===== config.mk =====
export PLATFORM = sky130hd
export DESIGN_NAME = serial_addsub15
export DESIGN_NICKNAME = d
export VERILOG_FILES = /design/src/rtl/serial_addsub15.sv
export SDC_FILE = /design/constraint.sdc
export NUM_CORES = 1
export LEC_CHECK = 0
export BUFFER_PORTS_ARGS = -buffer_cell sky130_fd_sc_hd__buf_2
export CAP_MARGIN = 20
export CORE_AREA = 2 2 78 80
export CTS_CLUSTER_SIZE = 14
export DETAILED_ROUTE_END_ITERATION = 10
export DIE_AREA = 0 0 80 82
export GPL_TIMING_DRIVEN = 0
export PLACE_DENSITY = 0.74
export SLEW_MARGIN = 0
export SYNTH_ARGS = -nofsm -noshare
export SYNTH_HDL_FRONTEND = slang
export SYNTH_HIERARCHICAL = 1
export SYNTH_SLANG_ARGS = --single-unit

===== constraint.sdc =====
create_clock -name clk -period 1.9 [get_ports clk]
set_input_delay 0.19 -clock clk [delete_from_list [all_inputs] [get_ports clk]]
set_output_delay 0.19 -clock clk [all_outputs]
set_load 0.02 [all_outputs]

===== src/rtl/serial_addsub15.sv =====
// Bit-serial two's-complement adder/subtractor: operands are latched on start and
// shifted LSB-first through one full adder, one bit per clock, carry held in a flop.

module fullAdder (
  input  logic A,
  input  logic B,
  input  logic Cin,
  output logic S,
  output logic Carry
);
  assign S     = A ^ B ^ Cin;
  assign Carry = (A & B) | (Cin & (A ^ B));
endmodule

module serial_addsub15 #(
  parameter int WIDTH = 15
) (
  input  logic             clk,
  input  logic             rst_n,
  input  logic             start,
  input  logic             mode,
  input  logic [WIDTH-1:0] A,
  input  logic [WIDTH-1:0] B,
  output logic             busy,
  output logic             done,
  output logic [WIDTH-1:0] S,
  output logic             Carry,
  output logic             Overflow,
  output logic [1:0]       dbg_state_o
);
  // Handshake: a request is taken on a rising edge where start=1 and busy=0;
  // results are valid and stable from the done pulse until the next done pulse.
  localparam int CW = (WIDTH <= 2) ? 1 : $clog2(WIDTH);

  typedef enum logic [1:0] {IDLE = 2'd0, RUN = 2'd1, DONE = 2'd2} state_e;

  state_e           state_q, state_d;
  logic [WIDTH-1:0] ra_q, ra_d, rb_q, rb_d, res_q, res_d, s_q, s_d;
  logic [CW-1:0]    cnt_q, cnt_d;
  logic             c_q, c_d, carry_q, carry_d, ovf_q, ovf_d;
  logic             fa_s, fa_carry, accept, last_bit;

  fullAdder u_fa (
    .A     (ra_q[0]),
    .B     (rb_q[0]),
    .Cin   (c_q),
    .S     (fa_s),
    .Carry (fa_carry)
  );

  assign accept   = (state_q != RUN) && start;
  assign last_bit = (cnt_q == CW'(WIDTH - 1));

  always_ff @(posedge clk or negedge rst_n) begin
    if (!rst_n) state_q <= IDLE;
    else        state_q <= state_d;
  end

  always_comb begin
    state_d = state_q;
    case (state_q)
      IDLE:    state_d = start ? RUN : IDLE;
      RUN:     state_d = last_bit ? DONE : RUN;
      DONE:    state_d = start ? RUN : IDLE;
      default: state_d = IDLE;
    endcase
  end

  always_comb begin
    busy        = (state_q == RUN);
    done        = (state_q == DONE);
    dbg_state_o = state_q;
  end

  // Datapath: subtraction is A + ~B + 1, with the +1 entering as the initial carry.
  always_comb begin
    ra_d    = ra_q;
    rb_d    = rb_q;
    c_d     = c_q;
    cnt_d   = cnt_q;
    res_d   = res_q;
    s_d     = s_q;
    carry_d = carry_q;
    ovf_d   = ovf_q;
    if (accept) begin
      ra_d  = A;
      rb_d  = B ^ {WIDTH{mode}};
      c_d   = mode;
      cnt_d = '0;
    end else if (state_q == RUN) begin
      ra_d  = ra_q >> 1;
      rb_d  = rb_q >> 1;
      c_d   = fa_carry;
      cnt_d = cnt_q + CW'(1);
      res_d = {fa_s, res_q[WIDTH-1:1]};
      if (last_bit) begin
        s_d     = {fa_s, res_q[WIDTH-1:1]};
        carry_d = fa_carry;
        ovf_d   = c_q ^ fa_carry;
      end
    end
  end

  always_ff @(posedge clk or negedge rst_n) begin
    if (!rst_n) begin
      ra_q    <= '0;
      rb_q    <= '0;
      c_q     <= 1'b0;
      cnt_q   <= '0;
      res_q   <= '0;
      s_q     <= '0;
      carry_q <= 1'b0;
      ovf_q   <= 1'b0;
    end else begin
      ra_q    <= ra_d;
      rb_q    <= rb_d;
      c_q     <= c_d;
      cnt_q   <= cnt_d;
      res_q   <= res_d;
      s_q     <= s_d;
      carry_q <= carry_d;
      ovf_q   <= ovf_d;
    end
  end

  assign S        = s_q;
  assign Carry    = carry_q;
  assign Overflow = ovf_q;

endmodule


Word-level counts from Yosys, hierarchy flattened --
Cells that the tools add are included.
Storage, ports and cells: register bits after elaboration 69, input port bits 34, output and inout port bits 21, logic and storage cells 39
Operators by class: $add $sub $neg 1, equality and inequality tests 4, multiplexer cells 11, bitwise operators 8, reduce and logical (&&, ||, !) cells 6
Operators with widths (count):
- $mux 15 | 4
- $xor 15x15->15 | 1
- $mux 4 | 2
- $add 4x1->4 const B | 1
- $eq 4x4->1 const B | 1
- $pmux 2 s2 | 1
- $mux 1 | 3
- $reduce_and 3->1 | 1
- $xor 1x1->1 | 3
- $and 1x1->1 | 2
- $eq 2x1->1 const B | 1
- $eq 2x2->1 const B | 1
- $logic_not 2->1 | 1
- $mux 2 | 1
- $ne 2x1->1 const B | 1
- $reduce_and 2->1 | 1
- $reduce_bool 2->1 | 1
- $reduce_or 2->1 | 1
- $logic_and 1x1->1 | 1
- $not 1->1 | 1
- $or 1x1->1 | 1

Logic depth before layout (Yosys ltp) --
word-level depth 5, mapped depth 7, mapped depth without buffers 5

Cells and area by module --
Netlist, hierarchy kept.
Modules (own cells, without submodules):
- serial_addsub15 | times used 1, cells each 274, area each 3032.9 um^2, sequential area each 1701.6 um^2
- fullAdder | times used 1, cells each 1, area each 20.0 um^2, sequential area each 0.0 um^2

Worst setup path after synthesis --
OpenSTA, ideal clock, no wires.
path type reg2reg, start point register cnt_q[0], end point register s_q[10], in the netlist S[10], setup time 0.125 ns, arrival time 1.469 ns, required time 1.775 ns, setup slack 0.306 ns, stages on the path, launching flop included 8, buffers on the path 2, period minus slack after synthesis 1.594 ns, path through dfrtp_1 inv_1 ha_1 and3_1 and2_4 buf_6 buf_8 mux2_4
Between the ends: cells in the longest elaborated chain, start to end 2
Ends and longest elaborated chain:
- start: declaration | RTL line 39 | logic [CW-1:0] cnt_q, cnt_d;
- start signal: assignment | RTL line 118 | cnt_q <= cnt_d;
- $eq 4x4->1 | RTL line 52 | assign last_bit = (cnt_q == CW'(WIDTH - 1));
- $reduce_and 3->1 (no source line)
- end signal: assignment | RTL line 111 | s_q <= '0;
- end signal: assignment | RTL line 120 | s_q <= s_d;
- end: declaration | RTL line 38 | logic [WIDTH-1:0] ra_q, ra_d, rb_q, rb_d, res_q, res_d, s_q, s_d;
Every way passes these cells. A chain may end at the register's enable or synchronous reset.

Final worst setup path --
Ends and elaborated chain as after synthesis.

==> results.md <==
* Status: finished, final reports clean
* Row Count at 28
* Port Buffers at 52
* Layout cell share with drive strength beyond 1 at 0.286
* Yosys reg bits at about 70
* Clock Skew at ~9.6 ps
* Post-synthesis sequential area ratio at 0.557
* Hold Vio Cnt, Final at 0
* RR Startpoint: cnt_q[0]
* Area taken by multi-input logic gates at 1240 um2
* TritonCTS clock tree: done
* I/O pins at between 50 and 60
* Worst Tran Pin Value at around 830 ps
* Via density per instance at 5.06
* Final setup violation count at 0
* Drt wl/cell at about 14 um
* Core Area at between 5000 and 6000 um2
* Yosys warns at 6
* Initial antenna violation count at 0
* FF+latch area at roughly 1700 um2
* HP Start: A[14]
* Top FF cell, synth: dfrtp_1
* Switch share at 0.346
* Commonest non-fill, non-tap cell in the layout: nand2_1
* Mapped Cells at roughly 280
* CP required at approximately 2100 ps
* Endpoint, Worst Hold: ra_q[14]
* Syn avg cell area at between 10 and 15 um2
* Vias at between 2000 and 2500
* Number of synthesized flops with an enable pin at 0
* Flop2flop setup slack at 130 ps
* Syn Nets at 312
* Comb pwr share at 0.310
* Post-synthesis adder-cell area fraction at 0.0148
* Final period utilization at 0.931
* Worst vdd ir at ~0.73 mV
* Total CTS buffers at 9
* Hold WC Path Type: in2reg
* Post-CTS Setup Repair Bufs at 0
* Post-layout worst setup margin at between 100 and 150 ps
* Pre-CTS WS at roughly 130 ps
* Max Freq at 565 MHz
* Iteration-0 DRC Markers at 160
* Pwr dens at ~1500 nW/um2
* Fill cell count at a little under 500
* Max Transition Viols Final at 0
* RR Endpoint: S[10]
* Slew HR at 0.445
* RSZ-0062 raised after global routing: no
* Initial Utilization at 0.531
* DP HPWL at 3760 um
* Part of the power in registers at 0.434
* Total grt overflow at 0
* Worst Path Arrival at slightly below 2000 ps
* Mux cell area share after synthesis at 0.174
* Worst Hold Path Cells at 3
* Crit path launch type: register
* Layout area overhead at 19.8%
* Compound-Gate Fraction of Synth Area at 0.0615
* Worst Setup End Kind: register
* # diodes at 0
* Clock latency on the worst-skew pair at ~340 ps
* Worst-path maximum fanout at 10
* Clock Root Buffer: clkbuf_8
* Max Buffers Root-to-Sink at 2
* Synthesized cell area at just over 3000 um2
* Largest net degree at the start of global routing at 69
* DR pass1 iterations at 4
* R2R depth at 7
* First-pass GRT wire length at about 10000 um
* Leak at around 1.9 nW
* Minimum clock period at about 1800 ps
* Layout Nets at 375
* Psw at just under 2 mW
* H-tree lvl count at 3
* Post-DRT Antenna Nets at 0
* Number of global-route vias before repair at approximately 2100
* Main combinational cell family by area after synthesis: multiplexers
* CTS Sinks at slightly below 70
* Worst-path clk slew at around 70 ps
* GPL Wtd Cong at 0.756
* Post-synthesis simple-gate area fraction at 0.107
* Max-cap violations at 0
* Die area at ~6600 um2
* Die width at ~80 um
* XOR/XNOR Fraction of Synth Area at 0.0488
* Setup tns final at 0 ps
* Most frequent cells in the layout: nand2_1 (72), dfrtp_1 (68), buf_2 (57)
* Post-synth ARST share at 1.00
* Die height at ~80 um
* Crit Path Category: reg2reg
* Synth cell types at 27
* Drt total wl at about 5700 um
* Internal power at between 3 and 4 mW
* Clock share of power at 0.256
* Remaining DRCs at 0
* Gr usage total at 0.198
worst max path at each step:
| stage | start | endpoint | cells past startpoint |
|---|---|---|---|
| global placement | cnt_q[0] | S[8] | 7 |
| floorplan | cnt_q[0] | S[10] | 7 |
| finish | cnt_q[0] | S[10] | 7 |
| global route | cnt_q[0] | S[10] | 7 |
| CTS | dbg_state_o[1] | busy | 4 |
| detailed placement | cnt_q[0] | S[12] | 7 |
worst max-delay path: stages (launching register included):
cell,delay (ps)
dfrtp_1,420
inv_1,80
ha_1,140
and3_1,230
and2_4,160
buf_6,140
buf_8,160
mux2_4,310
metrics by stage:
stage	total power, mW	hold WS (ps)	instance area (um2)	cells	utilization
2_1_floorplan	3.61	-106	3050	275	-
3_3_place_gp	4.11	444	3410	402	0.593
3_5_place_dp	4.18	352	3410	402	0.593
4_1_cts	5.62	101	3650	418	0.636
5_1_grt	5.99	117	3660	418	0.636
6_report	5.57	112	3660	418	0.636
per-layer routing:
| metal | track usage | share of wire | vias up | wire length (um) |
|---|---|---|---|---|
| met3 | 0.0385 | 0.050 | 9 | 287 |
| met1 | 0.281 | 0.47 | 1013 | 2660 |
| met5 | 0 | 0 | - | 0 |
| met2 | 0.296 | 0.47 | 54 | 2670 |
| li1 | - | - | 1040 | - |
| met4 | 0.0966 | 0.013 | 0 | 76 |
sequential cells by signal (all words and copies together), names as in the netlist:
| register | flops |
|---|---|
| Overflow | 1 |
| c_q | 1 |
| dbg_state_o | 2 |
| S | 15 |
| rb_q | 15 |
| Carry | 1 |
| cnt_q | 4 |
| res_q | 14 |
| ra_q | 15 |
final cells by class:
type,count,area share
repair buffers,53,0.0746
flip-flops and latches,68,0.465
clock buffers,9,0.0339
inverters,3,0.00308
clock inverters,7,0.0315
multi-input cells,186,0.339
well taps,75,0.0257
plain buffers,17,0.0267
power groups by stage:
stage | Clock (mW) | Sequential (mW) | Combinational [mW]
detailed placement | 0 | 2.44 | 1.75
finish | 1.43 | 2.42 | 1.73
floorplan | 0 | 2.56 | 1.05
CTS | 1.45 | 2.42 | 1.75
global placement | 0 | 2.42 | 1.69
global route | 1.51 | 2.50 | 1.98
cell usage after synthesis (2+ instances only):
cell type / number / area share
o21ai_0: 31 / 0.051
buf_2: 8 / 0.013
inv_1: 2 / 0.0025
xor2_1: 14 / 0.040
xnor2_1: 3 / 0.0086
mux2i_1: 31 / 0.10
nor2_1: 3 / 0.0037
nand2_1: 72 / 0.089
mux2_2: 9 / 0.033
dfrtp_1: 68 / 0.56
a21oi_1: 2 / 0.0033
clkbuf_1: 7 / 0.0086
mux2_4: 8 / 0.039
nand3_1: 3 / 0.0049
ha_1: 2 / 0.0082
timing repair:
item	in CTS	in global routing
hold buffers	1	0
endpoints found under the hold margin	68	0
resized for setup	0	1
setup endpoints to repair	1	1
logic make-up (layout without fill, tap and decap cells):
kind of cell / after synthesis / in the layout
adders and majority gates: 3 / 3
AOI/OAI and AO/OA: 36 / 36
xor gates and xnor gates: 17 / 17
and+or+nand+nor: 82 / 82
DFF: 68 / 68
muxes: 48 / 48
buffers and inverters: 21 / 89
Note: power is estimated with default switching activity, not from simulation.
